$ cat src/rtl/mem_access_ctrl_if.sv
// Request/grant bus between the CPU control unit and the memory access controller.
// Ports (master = control unit, slave = mem_access_ctrl):
//   fetch_req, data_req, data_we, exc_req, exc_code : requests, master -> slave
//   addr_sel, mem_wr, ir_load, mdr_load             : datapath controls, slave -> master
//   fetch_done, data_done, exc_done, busy           : completion/status, slave -> master
interface mem_access_ctrl_if;
    logic       fetch_req;
    logic       data_req;
    logic       data_we;
    logic       exc_req;
    logic [1:0] exc_code;
    logic [2:0] addr_sel;
    logic       mem_wr;
    logic       ir_load;
    logic       mdr_load;
    logic       fetch_done;
    logic       data_done;
    logic       exc_done;
    logic       busy;

    modport master (
        output fetch_req, data_req, data_we, exc_req, exc_code,
        input  addr_sel, mem_wr, ir_load, mdr_load,
        input  fetch_done, data_done, exc_done, busy
    );

    modport slave (
        input  fetch_req, data_req, data_we, exc_req, exc_code,
        output addr_sel, mem_wr, ir_load, mdr_load,
        output fetch_done, data_done, exc_done, busy
    );
endinterface

$ cat src/rtl/mem_access_ctrl.sv
// Sequencer/arbiter for the shared memory address path of the multicycle CPU.
// Grants one of fetch / data / exception-vector requests at a time (priority
// exc > data > fetch), drives the address-mux selector and pulses mem_wr,
// ir_load, mdr_load and a done pulse. Sequence: IDLE -> ACCESS -> WAIT -> DONE.
// Ports:
//   clk      : clock, rising edge
//   reset    : synchronous, active-high
//   bus      : mem_access_ctrl_if.slave (requests in, controls/done/busy out)
//   acc_cnt  : [31:0] completed-access count  (only with MEM_ACC_CNT_EN)
//   wr_cnt   : [15:0] completed-store count   (only with MEM_ACC_CNT_EN)
// Parameter WAIT_CYC (0..15): read latency cycles after the address cycle.
// Optional feature macro: MEM_ACC_CNT_EN (adds the access/store counters).
module mem_access_ctrl #(
    parameter int unsigned WAIT_CYC = 1
) (
    input  logic              clk,
    input  logic              reset,
    mem_access_ctrl_if.slave  bus
`ifdef MEM_ACC_CNT_EN
    ,
    output logic [31:0]       acc_cnt,
    output logic [15:0]       wr_cnt
`endif
);

    localparam int unsigned CNT_W = 4;
    localparam int unsigned SEL_W = 3;

    localparam logic [CNT_W-1:0] WAIT_LAST = CNT_W'(WAIT_CYC - 1);
    localparam logic             SKIP_WAIT = (WAIT_CYC == 0);

    localparam logic [SEL_W-1:0] SEL_PC     = SEL_W'(0);
    localparam logic [SEL_W-1:0] SEL_ALUOUT = SEL_W'(1);
    localparam logic [SEL_W-1:0] SEL_ZERO   = SEL_W'(7);

    typedef enum logic [1:0] {
        ST_IDLE,
        ST_ACCESS,
        ST_WAIT,
        ST_DONE
    } state_t;

    typedef enum logic [1:0] {
        SRC_FETCH,
        SRC_DATA,
        SRC_EXC
    } src_t;

    state_t            state;
    src_t              src_q;
    logic              we_q;
    logic [CNT_W-1:0]  wait_cnt;

    src_t              grant_src;
    logic              grant_any;
    logic              grant_store;
    logic [SEL_W-1:0]  grant_sel;
    logic              enter_done;

    // Fixed-priority arbitration and the selector for the would-be winner.
    always_comb begin
        grant_src   = SRC_FETCH;
        grant_any   = bus.exc_req | bus.data_req | bus.fetch_req;
        grant_store = 1'b0;
        grant_sel   = SEL_PC;
        if (bus.exc_req) begin
            grant_src = SRC_EXC;
            // Vector addresses 253/254/255 sit on selectors 2/3/4; code 3 has no vector.
            grant_sel = (bus.exc_code == 2'd3) ? SEL_ZERO
                                               : SEL_W'(bus.exc_code) + SEL_W'(2);
        end else if (bus.data_req) begin
            grant_src   = SRC_DATA;
            grant_store = bus.data_we;
            grant_sel   = SEL_ALUOUT;
        end
    end

    // The cycle after this one is DONE.
    always_comb begin
        enter_done = 1'b0;
        if (state == ST_ACCESS && SKIP_WAIT) begin
            enter_done = 1'b1;
        end else if (state == ST_WAIT && wait_cnt == WAIT_LAST) begin
            enter_done = 1'b1;
        end
    end

    // State sequencing with registered outputs.
    always_ff @(posedge clk) begin
        if (reset) begin
            state          <= ST_IDLE;
            src_q          <= SRC_FETCH;
            we_q           <= 1'b0;
            wait_cnt       <= '0;
            bus.addr_sel   <= SEL_PC;
            bus.mem_wr     <= 1'b0;
            bus.ir_load    <= 1'b0;
            bus.mdr_load   <= 1'b0;
            bus.fetch_done <= 1'b0;
            bus.data_done  <= 1'b0;
            bus.exc_done   <= 1'b0;
            bus.busy       <= 1'b0;
`ifdef MEM_ACC_CNT_EN
            acc_cnt        <= '0;
            wr_cnt         <= '0;
`endif
        end else begin
            bus.mem_wr     <= 1'b0;
            bus.ir_load    <= 1'b0;
            bus.mdr_load   <= 1'b0;
            bus.fetch_done <= 1'b0;
            bus.data_done  <= 1'b0;
            bus.exc_done   <= 1'b0;

            case (state)
                ST_IDLE: begin
                    if (grant_any) begin
                        state        <= ST_ACCESS;
                        src_q        <= grant_src;
                        we_q         <= grant_store;
                        bus.addr_sel <= grant_sel;
                        bus.mem_wr   <= grant_store;
                        bus.busy     <= 1'b1;
                    end else begin
                        bus.addr_sel <= SEL_PC;
                        bus.busy     <= 1'b0;
                    end
                end
                ST_ACCESS: begin
                    wait_cnt <= '0;
                    state    <= SKIP_WAIT ? ST_DONE : ST_WAIT;
                end
                ST_WAIT: begin
                    if (wait_cnt == WAIT_LAST) begin
                        state <= ST_DONE;
                    end else begin
                        wait_cnt <= wait_cnt + CNT_W'(1);
                    end
                end
                ST_DONE: begin
                    state        <= ST_IDLE;
                    bus.addr_sel <= SEL_PC;
                    bus.busy     <= 1'b0;
                end
                default: begin
                    state <= ST_IDLE;
                end
            endcase

            if (enter_done) begin
                case (src_q)
                    SRC_FETCH: begin
                        bus.ir_load    <= 1'b1;
                        bus.fetch_done <= 1'b1;
                    end
                    SRC_DATA: begin
                        bus.mdr_load  <= ~we_q;
                        bus.data_done <= 1'b1;
                    end
                    SRC_EXC: begin
                        bus.mdr_load <= 1'b1;
                        bus.exc_done <= 1'b1;
                    end
                    default: begin
                    end
                endcase
            end

`ifdef MEM_ACC_CNT_EN
            if (state == ST_DONE) begin
                acc_cnt <= acc_cnt + 32'd1;
                if (src_q == SRC_DATA && we_q) begin
                    wr_cnt <= wr_cnt + 16'd1;
                end
            end
`endif
        end
    end

endmodule

$ cat src/flat_wrapper.sv
// flat-port wrapper written by rule: the top's interface ports become plain ports
module mem_access_ctrl_flat 
#(
    parameter int unsigned WAIT_CYC = 1
)
  (clk, reset, bus_fetch_req, bus_data_req, bus_data_we, bus_exc_req, bus_exc_code, bus_addr_sel, bus_mem_wr, bus_ir_load, bus_mdr_load, bus_fetch_done, bus_data_done, bus_exc_done, bus_busy);
  mem_access_ctrl_if bus_i ();
  input  logic clk;
  input  logic reset;
  input wire logic [$bits(bus_i.fetch_req)-1:0] bus_fetch_req;
  input wire logic [$bits(bus_i.data_req)-1:0] bus_data_req;
  input wire logic [$bits(bus_i.data_we)-1:0] bus_data_we;
  input wire logic [$bits(bus_i.exc_req)-1:0] bus_exc_req;
  input wire logic [$bits(bus_i.exc_code)-1:0] bus_exc_code;
  output wire logic [$bits(bus_i.addr_sel)-1:0] bus_addr_sel;
  output wire logic [$bits(bus_i.mem_wr)-1:0] bus_mem_wr;
  output wire logic [$bits(bus_i.ir_load)-1:0] bus_ir_load;
  output wire logic [$bits(bus_i.mdr_load)-1:0] bus_mdr_load;
  output wire logic [$bits(bus_i.fetch_done)-1:0] bus_fetch_done;
  output wire logic [$bits(bus_i.data_done)-1:0] bus_data_done;
  output wire logic [$bits(bus_i.exc_done)-1:0] bus_exc_done;
  output wire logic [$bits(bus_i.busy)-1:0] bus_busy;
  assign bus_i.fetch_req = bus_fetch_req;
  assign bus_i.data_req = bus_data_req;
  assign bus_i.data_we = bus_data_we;
  assign bus_i.exc_req = bus_exc_req;
  assign bus_i.exc_code = bus_exc_code;
  assign bus_addr_sel = bus_i.addr_sel;
  assign bus_mem_wr = bus_i.mem_wr;
  assign bus_ir_load = bus_i.ir_load;
  assign bus_mdr_load = bus_i.mdr_load;
  assign bus_fetch_done = bus_i.fetch_done;
  assign bus_data_done = bus_i.data_done;
  assign bus_exc_done = bus_i.exc_done;
  assign bus_busy = bus_i.busy;
  mem_access_ctrl #(.WAIT_CYC(WAIT_CYC)) u_core (.clk(clk), .reset(reset), .bus(bus_i));
endmodule
$ cat config.mk
export PLATFORM = sky130hd
export DESIGN_NAME = mem_access_ctrl_flat
export DESIGN_NICKNAME = d
export VERILOG_FILES = /design/src/rtl/mem_access_ctrl_if.sv /design/src/rtl/mem_access_ctrl.sv /design/src/flat_wrapper.sv
export SDC_FILE = /design/constraint.sdc
export NUM_CORES = 1
export LEC_CHECK = 0
export ABC_AREA = 1
export ABC_CLOCK_PERIOD_IN_PS = 2000
export CAP_MARGIN = 40
export CORE_UTILIZATION = 40
export CTS_CLUSTER_DIAMETER = 30
export DETAILED_ROUTE_END_ITERATION = 16
export GPL_TIMING_DRIVEN = 0
export MAX_ROUTING_LAYER = met4
export PLACE_DENSITY = 0.61
export SLEW_MARGIN = 25
export SYNTH_ARGS = -nofsm -noshare
export SYNTH_HDL_FRONTEND = slang
export SYNTH_SLANG_ARGS = --single-unit
$ cat constraint.sdc
create_clock -name clk -period 2 [get_ports clk]
set_clock_uncertainty 0.1 [all_clocks]
set_input_delay 0.3 -clock clk [delete_from_list [all_inputs] [get_ports clk]]
set_output_delay 0.3 -clock clk [all_outputs]
set_load 0.01 [all_outputs]
; Word-level counts from Yosys, hierarchy flattened
; Cells that the tools add are included.
[word_totals]
latch_bits = 0
rom_bits = 0
n_memories = 0
regBits = 18
wordCells = 60
ramBits = 0
in_bits = 8
output_inout_bits = 10
[classes]
div_mod_pow = 0
n_addsub = 2
reduce_logical = 11
multipliers = 0
mux = 21
shifts = 0
eq_ne = 9
bitwise_logic = 6
order_cmp = 0
[ops]
columns = cell, n
row1 = $mux 1, 9
row2 = $mux 3, 3
row3 = $eq 2x2->1 const B, 4
row4 = $pmux 2 s4, 1
row5 = $pmux 4 s2, 1
row6 = $mux 2, 3
row7 = $pmux 3 s2, 1
row8 = $reduce_and 2->1, 3
row9 = $add 4x1->4 const B, 1
row10 = $eq 2x1->1 const B, 2
row11 = $logic_not 2->1, 2
row12 = $logic_not 4->1, 1
row13 = $mux 4, 1
row14 = $ne 2x2->1 const B, 2
row15 = $not 1->1, 4
row16 = $pmux 1 s2, 2
row17 = $reduce_bool 2->1, 2
row18 = $add 2x2->3 const B, 1
row19 = $reduce_or 3->1, 1
row20 = $ne 2x1->1 const B, 1
row21 = $or 1x1->1, 2
row22 = $reduce_or 2->1, 1
row23 = $logic_and 1x1->1, 1

; Longest topological paths before layout
; Gate-level depths: netlist (run 1).
[depth]
depth_word = 5
depth_mapped = 7
depth_no_buf = 7

; Worst setup path after synthesis (run 1)
; Ideal clock, no wire load.
[synth_timing]
path_type = reg2reg
start = register u_core.state[0]
end = register u_core.bus.addr_sel[1]
synth_period_minus_slack_ps = 1402
setup_ps = 70
stages_incl_launch_ff = 6
path_buffers = 0
setup_slack_ps = 598
required_ps = 1830
arrival_time_ps = 1232
cell_sequence = dfxtp_1 inv_1 ha_1 nor3b_2 o21ai_0 a21oi_1
[synth_via]
elab_chain_len = 2
elab_cells_between_ends = 4
cone_classes = eq/ne (1) / mux (1) / reduce/logical (2)
[synth_rtl]
columns = element, line
row1 = from (decl), mem_access_ctrl.sv:49  ; state_t state;
row2 = from (signal assigned), mem_access_ctrl.sv:131  ; state <= SKIP_WAIT ? ST_DONE : ST_WAIT;
row3 = $eq 2x2->1 or $logic_not 2->1 (tied branches), mem_access_ctrl.sv:115  ; case (state)
row4 = $pmux 3 s2 or $reduce_bool 2->1 (tied branches), -
row5 = to (signal assigned), mem_access_ctrl.sv:121  ; bus.addr_sel <= grant_sel;
row6 = to (decl), mem_access_ctrl_if.sv:29  ; output addr_sel, mem_wr, ir_load, mdr_load,
; Parallel ways exist; a longest one is shown, timed or not.
; A chain may end at the register's enable or synchronous reset.

; Worst setup path in the final report (run 1)
[layout_timing]
start = register u_core.bus.ir_load
end = output port bus_ir_load
[layout_rtl]
columns = element, line
row1 = from (decl), mem_access_ctrl_if.sv:29
row2 = from (signal assigned), mem_access_ctrl.sv:97  ; bus.ir_load <= 1'b0;
row3 = from (signal assigned), mem_access_ctrl.sv:109  ; bus.ir_load <= 1'b0;
row4 = from (signal assigned), mem_access_ctrl.sv:153  ; bus.ir_load <= 1'b1;
row5 = to (decl), flat_wrapper.sv:17  ; output wire logic [$bits(bus_i.ir_load)-1:0] bus_ir_load;
; No word-level cell between the ends.

==> results of run 1 <==
[power by group through the flow]
stage	sequential, mW	clock [mW]	combinational (mW)
after floorplan	0.467	0	0.305
after global placement	0.456	0	0.453
after detailed placement	0.459	0	0.455
after CTS	0.451	0.223	0.458
after global routing	0.459	0.246	0.512
final	0.452	0.218	0.452
[flip-flops by register name, summed over array words and instances, names as in the netlist]
name and count:
u_core.bus.addr_sel 3, u_core.bus.ir_load 1, u_core.bus.mem_wr 1, u_core.bus.data_done 1, u_core.src_q 2, u_core.bus.exc_done 1
u_core.bus.mdr_load 1, u_core.wait_cnt 4, u_core.bus.busy 1, u_core.state 2, u_core.we_q 1
[area by class of cell]
| type | instances | area share |
|---|---|---|
| Sequential cell | 18 | 0.316 |
| Timing Repair Buffer | 16 | 0.141 |
| Buffer | 3 | 0.0264 |
| Multi-Input combinational cell | 80 | 0.396 |
| Inverter | 18 | 0.0593 |
| Tap cell | 27 | 0.0297 |
| Clock buffer | 4 | 0.0319 |
[metrics by stage]
step           setup slack (ns)  hold slack (ns)  area (um^2)  total power, mW
2_1_floorplan             0.598            0.329          908            0.772
3_3_place_gp              0.459            0.355         1100            0.909
3_5_place_dp              0.420            0.363         1100            0.913
4_1_cts                   0.358            0.102         1140             1.13
5_1_grt                   0.287           0.0864         1140             1.22
6_report                  0.366            0.103         1140             1.12
[routing by layer]
layer	part of all wire	vias up	global-route usage
met5	0	-	-
li1	-	411	-
met4	0.0076	0	0.0286
met3	0.054	2	0.0278
met1	0.47	336	0.169
met2	0.47	27	0.259
[synth_stat cells]
| library cell | number | area share |
|---|---|---|
| a21oi_2 | 2 | 0.019 |
| ha_1 | 10 | 0.14 |
| buf_6 | 2 | 0.025 |
| buf_4 | 1 | 0.0083 |
| dfxtp_1 | 18 | 0.40 |
| nor3b_2 | 1 | 0.014 |
| o211ai_1 | 1 | 0.0083 |
| a21oi_1 | 8 | 0.044 |
| nor2_1 | 15 | 0.062 |
| o21ai_0 | 3 | 0.017 |
| inv_1 | 18 | 0.074 |
| nand4_1 | 2 | 0.014 |
| nand3_1 | 11 | 0.061 |
| or2_4 | 1 | 0.0096 |
| nand2_2 | 1 | 0.0069 |
| nand2_1 | 25 | 0.10 |
[how the worst max path moves through the flow]
stage                            start                     end  slack, ns  cells after the start
global placement       u_core.state[0]  u_core.bus.addr_sel[0]       0.46                      7
CTS                 u_core.bus.ir_load             bus_ir_load       0.36                      2
detailed placement     u_core.state[0]  u_core.bus.addr_sel[1]       0.42                      5
global route        u_core.bus.ir_load             bus_ir_load       0.29                      2
finish              u_core.bus.ir_load             bus_ir_load       0.37                      2
floorplan              u_core.state[0]  u_core.bus.addr_sel[1]       0.60                      5
[worst max-delay path: stages, from the launching register on]
cell	delay (ns)
dfxtp_1	0.34
buf_4	0.10
clkdlybuf4s50_1	0.51
[cell families (layout without fill, tap and decap cells)]
logic type / Yosys count / in the layout / share of synthesized area
flops: 18 / 18 / 0.397
fa+ha+maj: 10 / 10 / 0.138
compound gates: 14 / 14 / 0.0882
simple gates: 56 / 56 / 0.270
buf+inv: 21 / 41 / 0.107
==> impl_metrics.tcl, run 1 <==
set metrics [dict create \
    wire_per_inst_um 9.53 \
    post-route-period-util 0.817 \
    multi_input_area_um2 450 \
    tritoncts "yes" \
    area_growth_pct 25.3 \
    die_w_um 49.7 \
    cts.hold.buffers_added 0 \
    rsz0062_at_grt "false" \
    grt_use_total 0.146 \
    peakVddDrop_mv 0.605 \
    combinationalPowerShare 0.403 \
    antenna_cells 0 \
    drc_errors 0 \
    regArea_um2 360 \
    die_h_um 49.7 \
    syn_avg_cell_area_um2 7.63 \
    cts_setup_buffers 0 \
    globalRouteOverflowTotal 0 \
    hp-start "reset" \
    slew_headroom 0.820 \
    hp-class "in -> reg" \
    core_um2 2040 \
    worstSetupPathType "reg -> out" \
    drive_gt1_frac 0.0863 \
    setup-tns-final_ns 0 \
    row_count 16 \
    clock_path_buffers 2 \
    layoutNonFillerInstCount 166 \
    antenna_left 0 \
    synth_area_um2 908 \
    ys_seq_area_frac 0.397 \
    hold_viol 0 \
    grt_max_degree 11 \
    r2r_cells 5 \
    powerDensity_nw_per_um2 985 \
    wirelength_um 1580 \
    min_to "u_core.wait_cnt[1]" \
    max_cap_violations 0 \
    syn_inst 119 \
    seq_power_share 0.403 \
    power.share.clock 0.194 \
    p_int_mw 0.736 \
    min_period_ns 1.63 \
    critPathMaxFanout 2 \
    fmax_mhz 612 \
    dp.cells 162 \
    drt_iter0_drc 11 \
    clock_latency_ns 0.28 \
    initial_utilization 0.445 \
    swShare 0.344 \
    synth_seq_cells 18 \
    cts.clk_slew.worst_paths_ns 0.10 \
    cts.sinks 18 \
    grt_pass1_vias 676 \
    pin_count 18 \
    place.gp.congestion 0.804 \
    rrSetupSlack_ns 0.41 \
    htreeDepth 1 \
    cts-root-buf "clkbuf_4" \
    cts_buffers 3 \
    yosysWarnings 0 \
    final_common_cell "nand2_1" \
    timing.rr.end "u_core.bus.addr_sel[1]" \
    io_buffers 16 \
    crit_arrival_ns 1.23 \
    fillers 210 \
    cts_resized 0 \
    vias_per_cell 4.67 \
    vias 776 \
    crit_path_start_kind "register" \
    final_cell_mix "nand2_1, inv_1, dfxtp_1, clkdlybuf4s50_1, nor2_1" \
    yosysUniqueCellTypes 16 \
    status "complete, no violations" \
    grt_pass1_wl_um 2780 \
    drv_slew 0 \
    min_path_cells 2 \
    place_hpwl_um 1250 \
    worst_pin_slew_ns 0.270 \
    setup_violations 0 \
    dieArea_um2 2470 \
    fin_util 0.558 \
    antenna_found_initial 0 \
    switchingPower_mw 0.386 \
    timing.rr.start "u_core.state[0]" \
    crit_required_ns 1.60 \
    firstDrtPassIters 4 \
    fin_nets 158 \
    syn_nets 137 \
    p_leak_nw 0.513 \
    crit_path_end_kind "output pin" \
]
Note: power is estimated with default switching activity, not from simulation.
==> run 2: changes to the inputs <==
- ABC_CLOCK_PERIOD_IN_PS: 2000 -> 1410
- PLACE_DENSITY: 0.61 -> 0.64
- clock period: 2 -> 1.41 ns (I/O delays scaled with it)
==> run 2 against run 1 <==
Hold slack lost 0.10 ns. First-iteration DRC count grew 27%. Clock-buffer cell count is 1 lower. Register-to-register slack lost 0.37 ns. Cell count stayed put. Sequential share of layout area is 0.19 points lower.
==> impl_metrics.tcl, run 2 (synthesis results as in run 1) <==
set metrics [dict create \
    wire_per_inst_um 9.73 \
    pin_count 18 \
    r2r_cells 7 \
    grt_use_total 0.146 \
    grt_pass1_vias 632 \
    fmax_mhz 728 \
    initial_utilization 0.445 \
    layoutNonFillerInstCount 166 \
    post-route-period-util 0.974 \
    tritoncts "yes" \
    max_cap_violations 0 \
    min_period_ns 1.37 \
    drc_errors 0 \
    vias_per_cell 4.83 \
    drv_slew 0 \
    dp.cells 162 \
    grt_max_degree 10 \
    top_regs "u_core.wait_cnt (4), u_core.bus.addr_sel (3)" \
    final_common_cell "nand2_1" \
    firstDrtPassIters 4 \
    dieArea_um2 2470 \
    place_hpwl_um 1230 \
    cts_buffers 3 \
    die_h_um 49.7 \
    crit_path_end_kind "register" \
    place.gp.congestion 0.787 \
    drt_iter0_drc 14 \
    final_cell_mix "nand2_1, inv_1, nor2_1, dfxtp_1, nand3_1" \
    place_ws_ns -0.159 \
    clock_path_buffers 2 \
    hold_viol 0 \
    p_total_mw 1.61 \
    min_path_cells 2 \
    rrSetupSlack_ns 0.04 \
    core_um2 2040 \
    rsz0062_at_grt "true" \
    setup_violations 0 \
    fin_nets 159 \
    antenna_left 0 \
    row_count 16 \
    cts.hold.buffers_added 0 \
    crit_required_ns 1.55 \
    crit_arrival_ns 1.51 \
    crit_path_start_kind "register" \
    wirelength_um 1620 \
    largest_reg_flops 4 \
    hp-class "in -> reg" \
    cts-root-buf "clkbuf_4" \
    powerDensity_nw_per_um2 1390 \
    crit_chain "inv_2 > ha_2 > buf_6 > or2_4 > nand2_4 > nand2_2 > a21oi_2" \
    antenna_found_initial 0 \
    cp_slowest_cell "dfxtp_2" \
    antenna_cells 0 \
    drive_gt1_frac 0.158 \
    p_leak_nw 0.557 \
    htreeDepth 1 \
    cts.clk_slew.worst_paths_ns 0.10 \
    multi_input_area_um2 484 \
    timing.rr.start "u_core.state[0]" \
    clock_latency_ns 0.29 \
    grt_pass1_wl_um 2620 \
    die_w_um 49.7 \
    fin_ws_ns 0.0372 \
    area_growth_pct 27.4 \
    status "complete, no violations" \
    io_buffers 16 \
    min_to "u_core.wait_cnt[3]" \
    timing.rr.end "u_core.wait_cnt[1]" \
    worst_pin_slew_ns 0.269 \
    cp-startpoint "u_core.state[0]" \
    hp-start "reset" \
    peakVddDrop_mv 0.928 \
    max_flop_register "u_core.wait_cnt" \
    cts.sinks 18 \
    worstSetupPathType "reg -> reg" \
    slew_headroom 0.821 \
    fillers 204 \
    cpPeakStageDelay_ns 0.35 \
    globalRouteOverflowTotal 0 \
    critPathMaxFanout 9 \
    fin_util 0.567 \
    vias 802 \
    regArea_um2 364 \
]
[run 2: changes by cell type in the layout (fill, tap and decap cells not counted), sizes merged]
| cell | previous run | this run |
|---|---|---|
| clkdlybuf4s50 | 16 | 6 |
| dlygate4sd2 | 0 | 10 |
| buf | 3 | 4 |
| clkbuf | 4 | 3 |
[run 2: layout make-up]
cell class,count,area share
well taps,27,0.0292
plain buffers,3,0.0259
clock buffers,3,0.0195
inverters,18,0.0584
multi-input cells,80,0.418
repair buffers,17,0.134
flip-flops and latches,18,0.315
[run 2: how the worst max path moves through the flow]
stage,slack [ns],end
after detailed placement,-0.16,u_core.bus.addr_sel[1]
after floorplan,0.008,u_core.bus.addr_sel[1]
after CTS,0.006,u_core.wait_cnt[1]
after global placement,-0.15,u_core.bus.addr_sel[1]
final,0.04,u_core.wait_cnt[1]
after global routing,-0.02,u_core.wait_cnt[3]
[run 2: critical path, delay by kind of cell (launching register included)]
family	cells	cell delay (ns)
DFF	1	0.35
adders and majority gates	1	0.18
AOI/OAI and AO/OA	1	0.13
and+or+nand+nor	3	0.38
buffers and inverters	2	0.19
[run 2: stage by stage]
stage               TNS, ns  hold WS, ns  area (um^2)
floorplan                 0        0.241          908
global placement     -0.515        0.317         1100
detailed placement   -0.609        0.322         1100
CTS                       0      0.00165         1140
global route        -0.0359     -0.00746         1160
finish                    0     0.000590         1160
[run 2: where the power goes]
part	switching, mW	internal, mW	leakage [nW]
Clock	0.160	0.0996	0.0138
Sequential	0.0453	0.591	0.148
Combinational	0.380	0.338	0.395
Total	0.585	1.03	0.557
[run 2: repair_timing]
action,4_1_cts,5_1_grt
setup buffers,1,0
endpoints found under the hold margin,0,2
pin swaps,1,6
setup endpoints to repair,17,7
gates resized for setup,16,8
[run 2: metal layers]
| layer | up-vias | track usage | part of all wire |
|---|---|---|---|
| met3 | 5 | 0.0370 | 0.041 |
| met1 | 365 | 0.172 | 0.48 |
| met5 | - | - | 0 |
| li1 | 418 | - | - |
| met2 | 14 | 0.230 | 0.46 |
| met4 | 0 | 0.0714 | 0.021 |
==> run 3: changes to the inputs <==
- ABC_CLOCK_PERIOD_IN_PS: 1410 -> 1700
- CAP_MARGIN: 40 -> default
- HOLD_SLACK_MARGIN: default -> 0.06
- PLACE_DENSITY: 0.64 -> 0.61
- clock period: 1.41 -> 1.7 ns (I/O delays scaled with it)
==> run 3 against run 2 <==
Largest cell class unchanged. Setup slack improved by 0.074 ns. Non-clock buffer count unchanged. Cell area decreased by 0.76%. Hold slack improved by 0.37 ns. First-iteration DRC count decreased by 21%. Wire length decreased by 1.6%. Largest power group unchanged.
==> impl_metrics.tcl, run 3 (synthesis results as in run 1) <==
set metrics [dict create \
    status "complete, no violations" \
    antenna_left 0 \
    timing.rr.start "u_core.state[0]" \
    rsz0062_at_grt "false" \
    area_growth_pct 26.4 \
    top_regs "u_core.wait_cnt (4), u_core.bus.addr_sel (3)" \
    firstDrtPassIters 4 \
    cts_buffers 3 \
    die_w_um 49.7 \
    rrSetupSlack_ns 0.12 \
    timing.rr.end "u_core.bus.addr_sel[1]" \
    initial_utilization 0.445 \
    drive_gt1_frac 0.0857 \
    slew_headroom 0.820 \
    globalRouteOverflowTotal 0 \
    p_int_mw 0.867 \
    wirelength_um 1590 \
    seq_power_share 0.402 \
    final_common_cell "nand2_1" \
    hp-start "u_core.bus.addr_sel[2]" \
    dieArea_um2 2470 \
    power.share.clock 0.194 \
    worst_pin_slew_ns 0.270 \
    clock_path_buffers 2 \
    max_flop_register "u_core.wait_cnt" \
    fmax_mhz 629 \
    fin_nets 159 \
    max_cap_violations 0 \
    p_leak_nw 0.518 \
    cp_top_family "buffers and inverters" \
    combinationalPowerShare 0.404 \
    cts.hold.buffers_added 1 \
    vias_per_cell 4.67 \
    setup_violations 0 \
    pin_count 18 \
    cts.sinks 18 \
    r2r_cells 5 \
    place.gp.congestion 0.804 \
    core_um2 2040 \
    switchingPower_mw 0.456 \
    hp-class "reg -> reg" \
    final_cell_mix "nand2_1, inv_1, dfxtp_1, clkdlybuf4s50_1, nor2_1" \
    htreeDepth 1 \
    grt_use_total 0.147 \
    grt_pass1_wl_um 2810 \
    crit_arrival_ns 1.23 \
    antenna_found_initial 0 \
    wire_per_inst_um 9.52 \
    tritoncts "yes" \
    peakVddDrop_mv 0.717 \
    grt_max_degree 11 \
    multi_input_area_um2 450 \
    cp_slowest_cell "clkdlybuf4s50_1" \
    place_hpwl_um 1250 \
    cts_setup_buffers 0 \
    swShare 0.345 \
    regArea_um2 360 \
    clock_latency_ns 0.28 \
    min_path_cells 2 \
    worstSetupPathType "reg -> out" \
    crit_required_ns 1.34 \
    cpPeakStageDelay_ns 0.51 \
    cts_resized 0 \
    path_buf_inv 2 \
    post-route-period-util 0.934 \
    largest_reg_flops 4 \
    p_total_mw 1.32 \
    critPathMaxFanout 2 \
    cts-root-buf "clkbuf_4" \
    hold_viol 0 \
    powerDensity_nw_per_um2 1150 \
    min_to "u_core.bus.addr_sel[2]" \
    drt_iter0_drc 11 \
    crit_path_end_kind "output pin" \
    cts.clk_slew.worst_paths_ns 0.10 \
    die_h_um 49.7 \
    fillers 210 \
    crit_chain "buf_4 > clkdlybuf4s50_1" \
    drc_errors 0 \
    row_count 16 \
    antenna_cells 0 \
    io_buffers 16 \
    drv_slew 0 \
    grt_pass1_vias 689 \
    setup-tns-final_ns 0 \
    crit_path_start_kind "register" \
    vias 780 \
    min_period_ns 1.59 \
]
==> run 3: cell types whose count changed in the layout (fill, tap and decap cells not counted), sizes merged <==
cell,previous run,this run
buf,4,3
clkdlybuf4s50,6,16
dlygate4sd3,0,1
clkbuf,3,4
dlygate4sd2,10,0
==> run 3: worst max-delay path by stage <==
stage,start,end,cells past startpoint
after floorplan,u_core.state[0],u_core.bus.addr_sel[1],5
after global placement,u_core.state[0],u_core.bus.addr_sel[0],7
after detailed placement,u_core.state[0],u_core.bus.addr_sel[1],5
after CTS,u_core.state[0],u_core.bus.addr_sel[1],5
after global routing,u_core.state[0],u_core.bus.addr_sel[1],5
final,u_core.bus.ir_load,bus_ir_load,2
==> run 3: cell type report <==
class                      instances  share of cell area
multi-input combinational         80               0.392
clock buffer                       4              0.0316
buffer                             3              0.0261
tap                               27              0.0294
inverter                          18              0.0588
timing repair buffer              17               0.148
sequential                        18               0.314
==> run 3: through the flow <==
stage               hold slack, ns  cell area, um^2  cells   util  worst slack [ns]
floorplan                    0.284              908    119      -             0.298
global placement             0.355             1100    162  0.540             0.159
detailed placement           0.363             1100    162  0.540             0.120
CTS                          0.381             1150    167  0.563            0.0975
global route                 0.401             1150    167  0.563            0.0150
finish                       0.375             1150    167  0.563             0.111
==> run 3: layer usage <==
metal  part of all wire  vias up  global-route usage  routed length [um]
met4             0.0075        0              0.0286                  12
met2               0.47       27               0.264                 747
li1                   -      413                   -                   -
met5                  0        -                   -                   0
met1               0.47      338               0.169                 745
met3              0.053        2              0.0278                  84
==> run 3: power groups by stage <==
stage | Clock, mW | Sequential [mW] | Combinational [mW]
floorplan | 0 | 0.549 | 0.358
global placement | 0 | 0.537 | 0.533
detailed placement | 0 | 0.540 | 0.535
CTS | 0.262 | 0.531 | 0.541
global route | 0.289 | 0.540 | 0.605
finish | 0.256 | 0.532 | 0.535
==> run 3: tightest hold or removal path: cells and delay by family (launching register included) <==
kind	cells	cell delay (ns)
flip-flops	1	0.32
AO/OA/AOI/OAI	1	0.06
AND/OR/NAND/NOR	1	0.06
